--- config.mk ---
export PLATFORM = sky130hd
export DESIGN_NAME = add_seq
export DESIGN_NICKNAME = d
export VERILOG_FILES = /design/src/rtl/add_seq.sv
export SDC_FILE = /design/constraint.sdc
export NUM_CORES = 1
export LEC_CHECK = 0
export ABC_AREA = 1
export BUFFER_PORTS_ARGS = -buffer_cell sky130_fd_sc_hd__buf_2
export CORE_MARGIN = 2
export CORE_UTILIZATION = 40
export CTS_CLUSTER_SIZE = 24
export DETAILED_ROUTE_END_ITERATION = 6
export GPL_TIMING_DRIVEN = 0
export HOLD_SLACK_MARGIN = 0.08
export SYNTH_ARGS = -nofsm -noshare
export SYNTH_HDL_FRONTEND = slang
export SYNTH_SLANG_ARGS = --single-unit
--- constraint.sdc ---
create_clock -name clk -period 8.73 [get_ports clk]
set_clock_uncertainty 0.05 [all_clocks]
set_input_delay 1.3095 -clock clk [delete_from_list [all_inputs] [get_ports clk]]
set_output_delay 1.3095 -clock clk [all_outputs]
set_load 0.1 [all_outputs]
--- src/rtl/add_seq.sv ---
// add_seq: multi-cycle adder/subtractor. Operands are latched on accept and
// summed CHUNK bits per clock, LSB slice first, through one CHUNK-bit slice
// adder and a carry register. Valid/ready handshakes on input and output.
// Optional feature: define ADD_SEQ_SAT_EN to add the 'sat' input, which
// clamps the result to the signed extreme on overflow.
module add_seq #(
    parameter int unsigned WIDTH = 16,
    parameter int unsigned CHUNK = 4
) (
    input  logic             clk,
    input  logic             rst,
    input  logic             in_valid,
    output logic             in_ready,
    input  logic [WIDTH-1:0] a,
    input  logic [WIDTH-1:0] b,
    input  logic             cin,
    input  logic             sub,
`ifdef ADD_SEQ_SAT_EN
    input  logic             sat,
`endif
    output logic             out_valid,
    input  logic             out_ready,
    output logic [WIDTH-1:0] sum,
    output logic             cout,
    output logic             ovf
);

    localparam int unsigned NCHUNK = WIDTH / CHUNK;
    // Keep the counter at least one bit wide when a single slice covers WIDTH
    localparam int unsigned CNT_W  = (NCHUNK > 1) ? $clog2(NCHUNK) : 1;

    typedef enum logic [1:0] {
        IDLE = 2'd0,
        RUN  = 2'd1,
        DONE = 2'd2
    } state_t;

    state_t             r_state;
    state_t             w_state_next;

    logic [WIDTH-1:0]   r_a;
    logic [WIDTH-1:0]   r_b;       // already inverted for subtraction
    logic               r_carry;
    logic [CNT_W-1:0]   r_cnt;
    logic [WIDTH-1:0]   r_sum;
    logic               r_cout;
    logic               r_ovf;
`ifdef ADD_SEQ_SAT_EN
    logic               r_sat;
    logic [WIDTH-1:0]   w_clamp;
`endif

    logic [CHUNK-1:0]   w_a_sl;
    logic [CHUNK-1:0]   w_b_sl;
    logic [CHUNK:0]     w_slice;
    logic               w_last;
    logic               w_cout;
    logic               w_ovf;
    logic               w_accept;

    assign w_accept = (r_state == IDLE) && in_valid;
    assign w_last   = (r_cnt == CNT_W'(NCHUNK - 1));

    // Select the operand slice addressed by the chunk counter
    always_comb begin
        w_a_sl = '0;
        w_b_sl = '0;
        for (int unsigned i = 0; i < NCHUNK; i++) begin
            if (r_cnt == CNT_W'(i)) begin
                w_a_sl = r_a[i*CHUNK +: CHUNK];
                w_b_sl = r_b[i*CHUNK +: CHUNK];
            end
        end
    end

    // Slice adder plus final-slice carry-out and overflow flags
    always_comb begin
        w_slice = {1'b0, w_a_sl} + {1'b0, w_b_sl} + {{CHUNK{1'b0}}, r_carry};
        w_cout  = w_slice[CHUNK];
        // Carry into the MSB equals a^b^s at that bit; overflow is it XOR carry out
        w_ovf   = r_a[WIDTH-1] ^ r_b[WIDTH-1] ^ w_slice[CHUNK-1] ^ w_cout;
    end

`ifdef ADD_SEQ_SAT_EN
    // On overflow both effective MSBs are equal; a's MSB gives the direction
    always_comb begin
        w_clamp = {WIDTH{1'b1}} >> 1;
        if (r_a[WIDTH-1]) begin
            w_clamp = ~w_clamp;
        end
    end
`endif

    // FSM state register
    always_ff @(posedge clk or posedge rst) begin
        if (rst) begin
            r_state <= IDLE;
        end else begin
            r_state <= w_state_next;
        end
    end

    // FSM next-state logic
    always_comb begin
        w_state_next = r_state;
        unique case (r_state)
            IDLE:    if (in_valid)  w_state_next = RUN;
            RUN:     if (w_last)    w_state_next = DONE;
            DONE:    if (out_ready) w_state_next = IDLE;
            default:                w_state_next = IDLE;
        endcase
    end

    // FSM outputs
    always_comb begin
        in_ready  = (r_state == IDLE);
        out_valid = (r_state == DONE);
    end

    // Operand latch, slice-by-slice accumulation and result flags
    always_ff @(posedge clk or posedge rst) begin
        if (rst) begin
            r_a     <= '0;
            r_b     <= '0;
            r_carry <= 1'b0;
            r_cnt   <= '0;
            r_sum   <= '0;
            r_cout  <= 1'b0;
            r_ovf   <= 1'b0;
`ifdef ADD_SEQ_SAT_EN
            r_sat   <= 1'b0;
`endif
        end else if (w_accept) begin
            r_a     <= a;
            r_b     <= sub ? ~b : b;
            r_carry <= sub | cin;
            r_cnt   <= '0;
`ifdef ADD_SEQ_SAT_EN
            r_sat   <= sat;
`endif
        end else if (r_state == RUN) begin
            r_carry <= w_cout;
            r_cnt   <= r_cnt + CNT_W'(1);
            for (int unsigned i = 0; i < NCHUNK; i++) begin
                if (r_cnt == CNT_W'(i)) begin
                    r_sum[i*CHUNK +: CHUNK] <= w_slice[CHUNK-1:0];
                end
            end
            if (w_last) begin
                r_cout <= w_cout;
                r_ovf  <= w_ovf;
`ifdef ADD_SEQ_SAT_EN
                if (r_sat && w_ovf) begin
                    r_sum <= w_clamp;
                end
`endif
            end
        end
    end

    assign sum  = r_sum;
    assign cout = r_cout;
    assign ovf  = r_ovf;

endmodule

==> out/qor.yml, run 1 <==
run_status:
  status: "finished, final reports clean"
placement:
  dpl.hpwl_mm: 4.46
  number_of_input_and_output_port_buffers_inserted: 56
  routabilityCongestion: 0.826
yosys:
  yosysTopAreaCellShare: 0.501
  ys_top_cells_by_area: "dfrtp_1, nand2_1, o21ai_0"
  most_used_standard_cell_by_instance_count_after_synthesis: "nand2_1"
  synth-edff-count: 0
  synthesis.area_per_instance_sq_um: 8.72
  yosys-top-cells-count: "nand2_1, dfrtp_1, o21ai_0, inv_1, a21oi_1"
  leading_register_cell_type_out_of_synthesis: "dfrtp_1"
  synth.lib_cells_used.distinct: 27
  yosys_warnings: 0
  synth-seq-area-share: 0.501
  syn_inst: 315
  synth.ff_latch_count: 55
  netlist.top_cell.by_area: "dfrtp_1"
  asyncSetResetFlopFracSynth: 1.00
  synth_fp_nets: 362
  post_synth_instance_area_sq_um: 2750
global_route:
  grt_overflow: 0
  track_usage: 0.169
  antenna_found_initial: 0
  via_count_of_the_first_global_routing_pass: 2042
  grt_pass1_wl_mm: 10.0
  grt_start_max_net_pins: 32
sta:
  fin_setup_tns_ps: 0
  tightest_slew_ps: 549
  portion_of_the_clock_cycle_consumed_by_the_worst_path_in_the_final_layout: 0.364
  fin_crit_ps: 3170
  setup_violations: 0
  timing.slew.headroom: 0.634
  final-hold-violation-count: 0
  rsz0062_at_grt: "false"
  slew_viol_final: 0
  max_freq_mhz: 315
  final.hold.worst_slack_ps: 430
finish:
  final.fill_count: 685
  finalNetCount: 426
  flow.area_growth_from_synthesis_pct: 18.2
  postLayoutCoreUtil: 0.483
  diodes: 0
  drive_above_1_share: 0.247
floorplan:
  design.portCount: 58
  placeableCoreArea_sq_um: 6720
  die-width_microns: 86.9
  design.die.area_sq_um: 7550
  initial_core_util: 0.409
  rows: 30
  die_h_microns: 86.9
cts:
  cts_tree: "built"
  cts.clk_slew.worst_paths_ps: 90
  clock_tree.root_cell: "clkbuf_8"
  cts-root-to-sink-buffers: 2
  post_cts_resized: 0
  cts-buffers-inserted: 5
  cts.repair_timing.setup_buffer_count: 0
  insertion_delay_ps: 310
  ctsHoldBuffers: 0
  tritoncts_num_sinks: 55
  htreeDepth: 2
detailed_routing:
  remaining_drc_errors: 0
  drt-met1-wl_mm: 2.91
  ant_nets: 0
  drt_pre_antenna_iters: 4
  detail_route.vias_per_cell: 4.73
  drt_iter0_markers: 96
  postRouteWirelength_mm: 5.88
  final_routed_wire_length_divided_by_cell_count_microns: 12.8
  detailroute.via_count: 2174
  route.top_layer_used: "met4"
  met3RoutedLength_microns: 244
  met2WireLength_mm: 2.66
critical_path:
  worst-endpoint-required_ps: 8880
  worst-endpoint-arrival_ps: 3330
  critical_path.startpoint_type: "flop"
  crit_path_category: "flop to flop"
  top_fanout_value_on_the_critical_path: 8
  endpoint_kind: "flop"
job:
  maxCapViolations: 0
hold_path:
  min-delay-path-class: "flop to flop"
## worst paths after layout
path | startpoint | endpoint | slack [ps] | depth (start not counted)
hold reg to reg | r_a[10] | r_a[10] | 430 | 2
min in group asynchronous | rst | sum[4] | 980 | 2
setup / recovery | r_cnt[1] | ovf | 5560 | 19
hold / removal | r_a[10] | r_a[10] | 430 | 2
setup reg to reg | r_cnt[1] | ovf | 5560 | 19
max in group asynchronous | rst | r_a[9] | 7090 | 3
## logic make-up (layout without fill, tap and decap cells)
kind of cell / count (synthesis) / after routing / share of synthesized area
compound gates: 74 / 74 / 0.149
xor+xnor: 17 / 17 / 0.0542
fa+ha+maj: 9 / 9 / 0.0464
buf+inv: 50 / 115 / 0.0811
flops: 55 / 55 / 0.501
mux: 1 / 1 / 0.00410
simple gates: 109 / 109 / 0.164
## final cells by class
cell class                      instances  area, sq um  area share
Sequential cell                        55         1380       0.424
Multi-Input combinational cell        210         1150       0.354
Timing Repair Buffer                   57          300      0.0924
Inverter                               38          143      0.0439
Clock buffer                            8          100      0.0308
Tap cell                               80          100      0.0308
Buffer                                 12         80.1      0.0247
## routing by layer
layer | up-vias | global-route usage
met5 | - | 0
met4 | 0 | 0.0426
met3 | 8 | 0.0360
met2 | 48 | 0.262
met1 | 987 | 0.243
li1 | 1131 | -
## cells in the final DEF, fill, tap and decap left out
cell type | synthesis | final
nand2_1 | 92 | 92
buf_2 | 7 | 63
dfrtp_1 | 55 | 55
o21ai_0 | 35 | 35
inv_1 | 32 | 31
a21oi_1 | 14 | 14
o21ai_1 | 12 | 12
xor2_1 | 9 | 9
xnor2_1 | 8 | 8
inv_2 | 6 | 7
ha_1 | 7 | 7
clkbuf_8 | 0 | 7
nand3_1 | 5 | 5
nor2_1 | 4 | 4
o211ai_1 | 4 | 4
buf_4 | 3 | 3
nor2_4 | 3 | 3
o21ai_2 | 3 | 3
a22oi_1 | 3 | 3
nand2_2 | 2 | 2
buf_6 | 2 | 2
nor2_2 | 2 | 2
fa_1 | 2 | 2
nand3b_1 | 1 | 1
a22o_1 | 1 | 1
o31ai_1 | 1 | 1
o221ai_1 | 1 | 1
mux2_2 | 1 | 1
clkbuf_1 | 0 | 1
buf_12 | 0 | 1
## critical path, cell delays in order (launching register included)
cell	delay [ps]
dfrtp_1	420
inv_1	80
ha_1	200
buf_6	140
inv_1	110
nand2_2	140
nor2_1	120
a21oi_1	60
o21ai_0	150
o21ai_0	160
fa_1	440
fa_1	420
inv_1	70
nand3_1	80
nand2_1	110
nand2_1	50
nand2_1	80
nand2_1	60
nand3_1	90
nand2_1	50
## registers in the layout, summed over array words and instances (netlist names)
signal   count
r_carry      1
cout         1
r_a         16
sum         16
r_cnt        2
r_b         16
r_state      2
ovf          1
## metrics by stage
step                      std cells  setup slack [ps]  instance area [sq um]
after global placement          451              5300                   3130
after CTS                       460              5550                   3250
after global routing            460              5270                   3250
after detailed placement        452              5610                   3150
after floorplan                 315              5680                   2750
final                           460              5560                   3250
Power of run 1 is left out: the tool's default activity adds up to more than one toggle a clock period on the data nets, which glitch-free logic cannot reach.
==> run 2: changes to the inputs <==
==> constraint.sdc (replaced) <==
create_clock -name clk -period 3 [get_ports clk]
set_clock_uncertainty 0.05 [all_clocks]
set_input_delay 0.45 -clock clk [delete_from_list [all_inputs] [get_ports clk]]
set_output_delay 0.45 -clock clk [all_outputs]
set_load 0.1 [all_outputs]
==> run 2 against run 1 <==
  * Non-clock buffer count is 5 higher
  * Via count increased by 1.2%
  * Critical path depth is 8 lower
  * Core utilization is 1.4 points higher
  * Die area unchanged
  * Count of clock-buffer cells in the layout unchanged
  * Routed wire length is 2.4% higher
  * Global-route usage increased by 0.060 points
  * Final cell count up 1.1%
  * Sequential share of layout area decreased by 1.2 points
  * Flip-flop and latch count did not move
  * Maximum frequency grew 11%
  * Critical path type unchanged
  * Highest routed layer unchanged
==> out/qor.yml, run 2 (synthesis gave the netlist of run 1 again) <==
sta:
  portion_of_the_clock_cycle_consumed_by_the_worst_path_in_the_final_layout: 0.949  # +0.586
  tightest_slew_ps: 547  # -1.41 ps
  timing.slew.headroom: 0.635  # +0.000944
  slew_viol_final: 0  # unchanged
  final-hold-violation-count: 0  # unchanged
  setup_violations: 0  # unchanged
  fin_crit_ps: 2850  # -326 ps
  max_freq_mhz: 351  # +11%
cts:
  cts_tree: "built"
  cts.clk_slew.worst_paths_ps: 90  # about the same
  clock_tree.root_cell: "clkbuf_8"
  tritoncts_num_sinks: 55  # unchanged
  cts-buffers-inserted: 5  # unchanged
  insertion_delay_ps: 310  # about the same
  htreeDepth: 2  # unchanged
  cts-root-to-sink-buffers: 2  # unchanged
finish:
  layout_common_cells: "nand2_1, buf_2, dfrtp_1"
  finalNetCount: 431  # +1.2%
  most_common_library_cell_in_the_layout_ignoring_fill_and_taps: "nand2_1"
  drive_above_1_share: 0.291  # +0.0435
  postLayoutCoreUtil: 0.497  # +0.0140
  flow.area_growth_from_synthesis_pct: 21.6
  final.fill_count: 680  # -0.73%
  diodes: 0  # unchanged
global_route:
  grt_pass1_wl_mm: 10.0  # +0.41%
  met3_demand_to_capacity_share_in_global_routing: 0.0360  # unchanged
  busiest_layer: "met2"
  antenna_found_initial: 0  # unchanged
  via_count_of_the_first_global_routing_pass: 2072  # +1.5%
  grt_start_max_net_pins: 32  # unchanged
  grtUsageMet2: 0.266  # +0.00416
  grt_util_met1: 0.241  # -0.00183
  grt_overflow: 0  # unchanged
  track_usage: 0.170  # +0.000602
placement:
  routabilityCongestion: 0.826  # unchanged
  number_of_input_and_output_port_buffers_inserted: 56  # unchanged
  dpl.hpwl_mm: 4.46  # unchanged
critical_path:
  critical_path.most_common_cell: "buf_4"
  endpoint_kind: "flop"
  critical_path.cell_chain: "buf_4 -> buf_4 -> ha_1 -> buf_2 -> inv_2 -> o21ai_2 -> fa_2 -> fa_2 -> buf_4 -> xnor2_2 -> mux2_2"
  critical-path-slowest-cell: "dfrtp_1"
  worst-endpoint-required_ps: 3150  # -5730 ps
  top_fanout_value_on_the_critical_path: 10  # +2
  crit_path_category: "flop to flop"
  critical_path.startpoint_type: "flop"
  worst_path_dominant_cell_family: "adder cells"
  maximum_single_stage_delay_on_the_critical_path_ps: 410  # -30 ps
  path_buf_inv: 5  # +1
  worst-endpoint-arrival_ps: 3000  # -330 ps
detailed_routing:
  postRouteWirelength_mm: 6.02  # +2.4%
  detailroute.via_count: 2200  # +1.2%
  final_routed_wire_length_divided_by_cell_count_microns: 13.0  # +1.3%
  remaining_drc_errors: 0  # unchanged
  detail_route.vias_per_cell: 4.73  # +0.11%
  drt_iter0_markers: 92  # -4.2%
  drt_pre_antenna_iters: 4  # unchanged
  ant_nets: 0  # unchanged
floorplan:
  placeableCoreArea_sq_um: 6720  # unchanged
  design.die.area_sq_um: 7550  # unchanged
  initial_core_util: 0.409  # unchanged
  design.portCount: 58  # unchanged
  rows: 30  # unchanged
  die_h_microns: 86.9  # unchanged
  die-width_microns: 86.9  # unchanged
job:
  maxCapViolations: 0  # unchanged
hold_path:
  min-delay-path-class: "input port to async pin"
run_status:
  status: "finished, final reports clean"
-- run 2: cell types whose count changed in the layout (fill, tap and decap cells not counted), moves of 2 or more --
cell and delta:
buf_4 +5, fa_1 -2, fa_2 +2, ha_1 -4, ha_2 +3, inv_1 -3, inv_2 +2, o21ai_0 -2
-- run 2: worst paths after layout --
kind                       startpoint         end  slack (ps)  cells after the start
setup / recovery             r_cnt[1]      sum[2]         150                     11
setup reg to reg             r_cnt[1]      sum[2]         150                     11
hold / removal                    rst      sum[4]         120                      2
hold reg to reg               r_a[10]     r_a[10]         430                      2
max in group asynchronous         rst      r_a[9]        2220                      3
min in group clk            out_ready  r_state[1]         260                      2
-- run 2: final cells by class --
| class | instances | area, sq um | area share |
|---|---|---|---|
| plain buffers | 12 | 86.3 | 0.0258 |
| clock buffers | 8 | 100 | 0.0300 |
| inverters | 38 | 145 | 0.0434 |
| multi-input cells | 210 | 1200 | 0.358 |
| flip-flops and latches | 55 | 1380 | 0.412 |
| well taps | 80 | 100 | 0.0300 |
| repair buffers | 62 | 338 | 0.101 |
-- run 2: through the flow --
step / hold slack, ps / setup TNS, ps / cells / instance area (sq um) / worst slack, ps
after floorplan: 387 / 0 / 315 / 2750 / 255
after global placement: 407 / -349 / 451 / 3130 / -111
after detailed placement: 415 / -431 / 452 / 3150 / -116
after CTS: 144 / 0 / 462 / 3280 / 23.9
after global routing: 167 / -13.7 / 465 / 3340 / -13.7
final: 120 / 0 / 465 / 3340 / 152
-- run 2: repair_timing --
action                     CTS  global route
setup endpoints to repair    6             6
buffers inserted             2             3
gates resized for setup      4            17
hold buffers                 0             0
pin swaps                    0             4
-- run 2: layer usage --
| metal | part of all wire | up-vias |
|---|---|---|
| met5 | 0 | - |
| li1 | - | 1144 |
| met2 | 0.46 | 54 |
| met1 | 0.49 | 995 |
| met4 | 0.012 | 0 |
| met3 | 0.042 | 7 |
Power of run 2 is left out for the same reason.
==> run 3: changes to the inputs <==
--- a/config.mk
+++ b/config.mk
@@ -13,6 +13,7 @@
 export DETAILED_ROUTE_END_ITERATION = 6
 export GPL_TIMING_DRIVEN = 0
 export HOLD_SLACK_MARGIN = 0.08
+export RECOVER_POWER = 25
 export SYNTH_ARGS = -nofsm -noshare
 export SYNTH_HDL_FRONTEND = slang
 export SYNTH_SLANG_ARGS = --single-unit
==> run 3 against run 2 <==
  * The run now ends with max-capacitance violations, max-slew violations left
  * Via count is 0.59% lower
  * Global-route usage unchanged
  * Hold slack improved by 150 ps
  * Core utilization shrank 0.24 points
  * Final cell count is the same
  * Worst setup slack improved by 2.8 ps
  * Critical path depth unchanged
  * Register-to-register slack barely moved
  * Non-clock buffer count stayed put
  * Critical path type unchanged
  * Critical endpoint unchanged
==> out/qor.yml, run 3 (synthesis gave the netlist of run 1 again) <==
global_route:
  grt_start_max_net_pins: 32  # unchanged
  grt_overflow: 0  # unchanged
  antenna_found_initial: 0  # unchanged
  grt_pass1_wl_mm: 10.0  # unchanged
  via_count_of_the_first_global_routing_pass: 2072  # unchanged
  track_usage: 0.170  # unchanged
hold_path:
  hold_end: "r_state[1]"
  min_delay_path_depth: 2
  hold_path_startpoint: "out_ready"
  min-delay-path-class: "input port to flop"
finish:
  most_common_library_cell_in_the_layout_ignoring_fill_and_taps: "nand2_1"
  final.fill_count: 683  # +0.44%
  flow.area_growth_from_synthesis_pct: 21.0
  postLayoutCoreUtil: 0.495  # -0.00242
  finalNetCount: 431  # unchanged
  drive_above_1_share: 0.286  # -0.00519
  layout_common_cells: "nand2_1, buf_2, dfrtp_1"
  diodes: 0  # unchanged
placement:
  number_of_input_and_output_port_buffers_inserted: 56  # unchanged
  dpl.hpwl_mm: 4.46  # unchanged
  routabilityCongestion: 0.826  # unchanged
detailed_routing:
  final_routed_wire_length_divided_by_cell_count_microns: 12.9  # -0.13%
  detail_route.vias_per_cell: 4.70  # -0.59%
  remaining_drc_errors: 0  # unchanged
  postRouteWirelength_mm: 6.02  # -0.13%
  drt_pre_antenna_iters: 4  # unchanged
  drt_iter0_markers: 92  # unchanged
  detailroute.via_count: 2187  # -0.59%
  ant_nets: 0  # unchanged
job:
  maxCapViolations: 1  # +1
critical_path:
  top_fanout_value_on_the_critical_path: 10  # unchanged
  endpoint_kind: "flop"
  worst-endpoint-required_ps: 3150  # about the same
  critical_path.startpoint_type: "flop"
  critical_path.most_common_cell: "buf_4"
  critical-path-slowest-cell: "dfrtp_1"
  worst_path_dominant_cell_family: "adder cells"
  worst_r2r_endpoint: "sum[2]"
  crit_path_depth: 11  # unchanged
  worst-endpoint-arrival_ps: 3000  # about the same
  crit-reg2reg-launch: "r_cnt[1]"
  setup.reg_to_reg.worst_slack_ps: 150  # about the same
  ff2ff_path_depth: 11  # unchanged
  maximum_single_stage_delay_on_the_critical_path_ps: 410  # about the same
  crit_path_category: "flop to flop"
  path_buf_inv: 5  # unchanged
  critical_path.cell_chain: "buf_4 -> buf_4 -> ha_1 -> buf_2 -> inv_2 -> o21ai_2 -> fa_2 -> fa_2 -> buf_4 -> xnor2_2 -> mux2_2"
sta:
  portion_of_the_clock_cycle_consumed_by_the_worst_path_in_the_final_layout: 0.949  # about the same
  final.hold.worst_slack_ps: 267  # +147 ps
  timing.slew.headroom: -0.129  # -0.763
  fin_setup_tns_ps: 0  # unchanged
  fin_crit_ps: 2850  # -2.82 ps
  slew_viol_final: 32  # +32
  setup_violations: 0  # unchanged
  max_freq_mhz: 351  # about the same
  tightest_slew_ps: 1690  # +1150 ps
  final-hold-violation-count: 0  # unchanged
floorplan:
  placeableCoreArea_sq_um: 6720  # unchanged
  rows: 30  # unchanged
  initial_core_util: 0.409  # unchanged
  die-width_microns: 86.9  # unchanged
  design.die.area_sq_um: 7550  # unchanged
  design.portCount: 58  # unchanged
  die_h_microns: 86.9  # unchanged
cts:
  htreeDepth: 2  # unchanged
  clock_tree.root_cell: "clkbuf_8"
  cts_tree: "built"
  cts.clk_slew.worst_paths_ps: 90  # about the same
  insertion_delay_ps: 310  # about the same
  cts-buffers-inserted: 5  # unchanged
  cts-root-to-sink-buffers: 2  # unchanged
  tritoncts_num_sinks: 55  # unchanged
run_status:
  failed_checks: "max-capacitance violations, max-slew violations"
  status: "finished, violations left"
## run 3: changes by cell type in the layout (fill, tap and decap cells not counted), sizes merged
cell | previous run | this run
clkbuf | 8 | 9
buf | 74 | 73
## run 3: cell type report
cell class	count	area (sq um)	share of cell area
Multi-Input combinational cell	210	1200	0.360
Timing Repair Buffer	62	322	0.0967
Tap cell	80	100	0.0301
Buffer	12	86.3	0.0260
Clock buffer	8	100	0.0301
Inverter	38	145	0.0436
Sequential cell	55	1380	0.414
## run 3: metrics by stage
step | worst slack [ps] | area [sq um] | std cells
2_1_floorplan | 255 | 2750 | 315
3_3_place_gp | -111 | 3130 | 451
3_5_place_dp | -116 | 3150 | 452
4_1_cts | 23.9 | 3280 | 462
5_1_grt | -13.7 | 3330 | 465
6_report | 154 | 3330 | 465
## run 3: per-layer routing
metal / GRT usage / routed length [microns] / up-vias
met5: 0 / 0 / -
met4: 0.0426 / 55 / 0
met3: 0.0360 / 264 / 6
met2: 0.266 / 2780 / 56
met1: 0.241 / 2920 / 984
li1: - / - / 1141
## run 3: worst reg2reg max path: stages (launching register included)
cell     delay [ps]
dfrtp_1         410
buf_4           140
buf_4           130
ha_1            170
buf_2           180
inv_2           190
o21ai_2         110
fa_2            410
fa_2            380
buf_4           150
xnor2_2         160
mux2_2          270
## run 3: what timing repair did
| item | 4_1_cts | 5_1_grt |
|---|---|---|
| hold buffers | 0 | 0 |
| buffers inserted | 2 | 3 |
| endpoints found under the setup margin | 6 | 6 |
| pin swaps | 0 | 4 |
| resized for setup | 4 | 17 |
## run 3: worst max-delay path by stage
| stage | start | to |
|---|---|---|
| 6_report | r_cnt[1] | sum[2] |
| 3_5_place_dp | r_cnt[1] | sum[2] |
| 5_1_grt | r_cnt[1] | ovf |
| 2_1_floorplan | r_cnt[0] | ovf |
| 4_1_cts | r_cnt[1] | ovf |
| 3_3_place_gp | r_cnt[1] | sum[2] |
Power of run 3 is left out for the same reason.
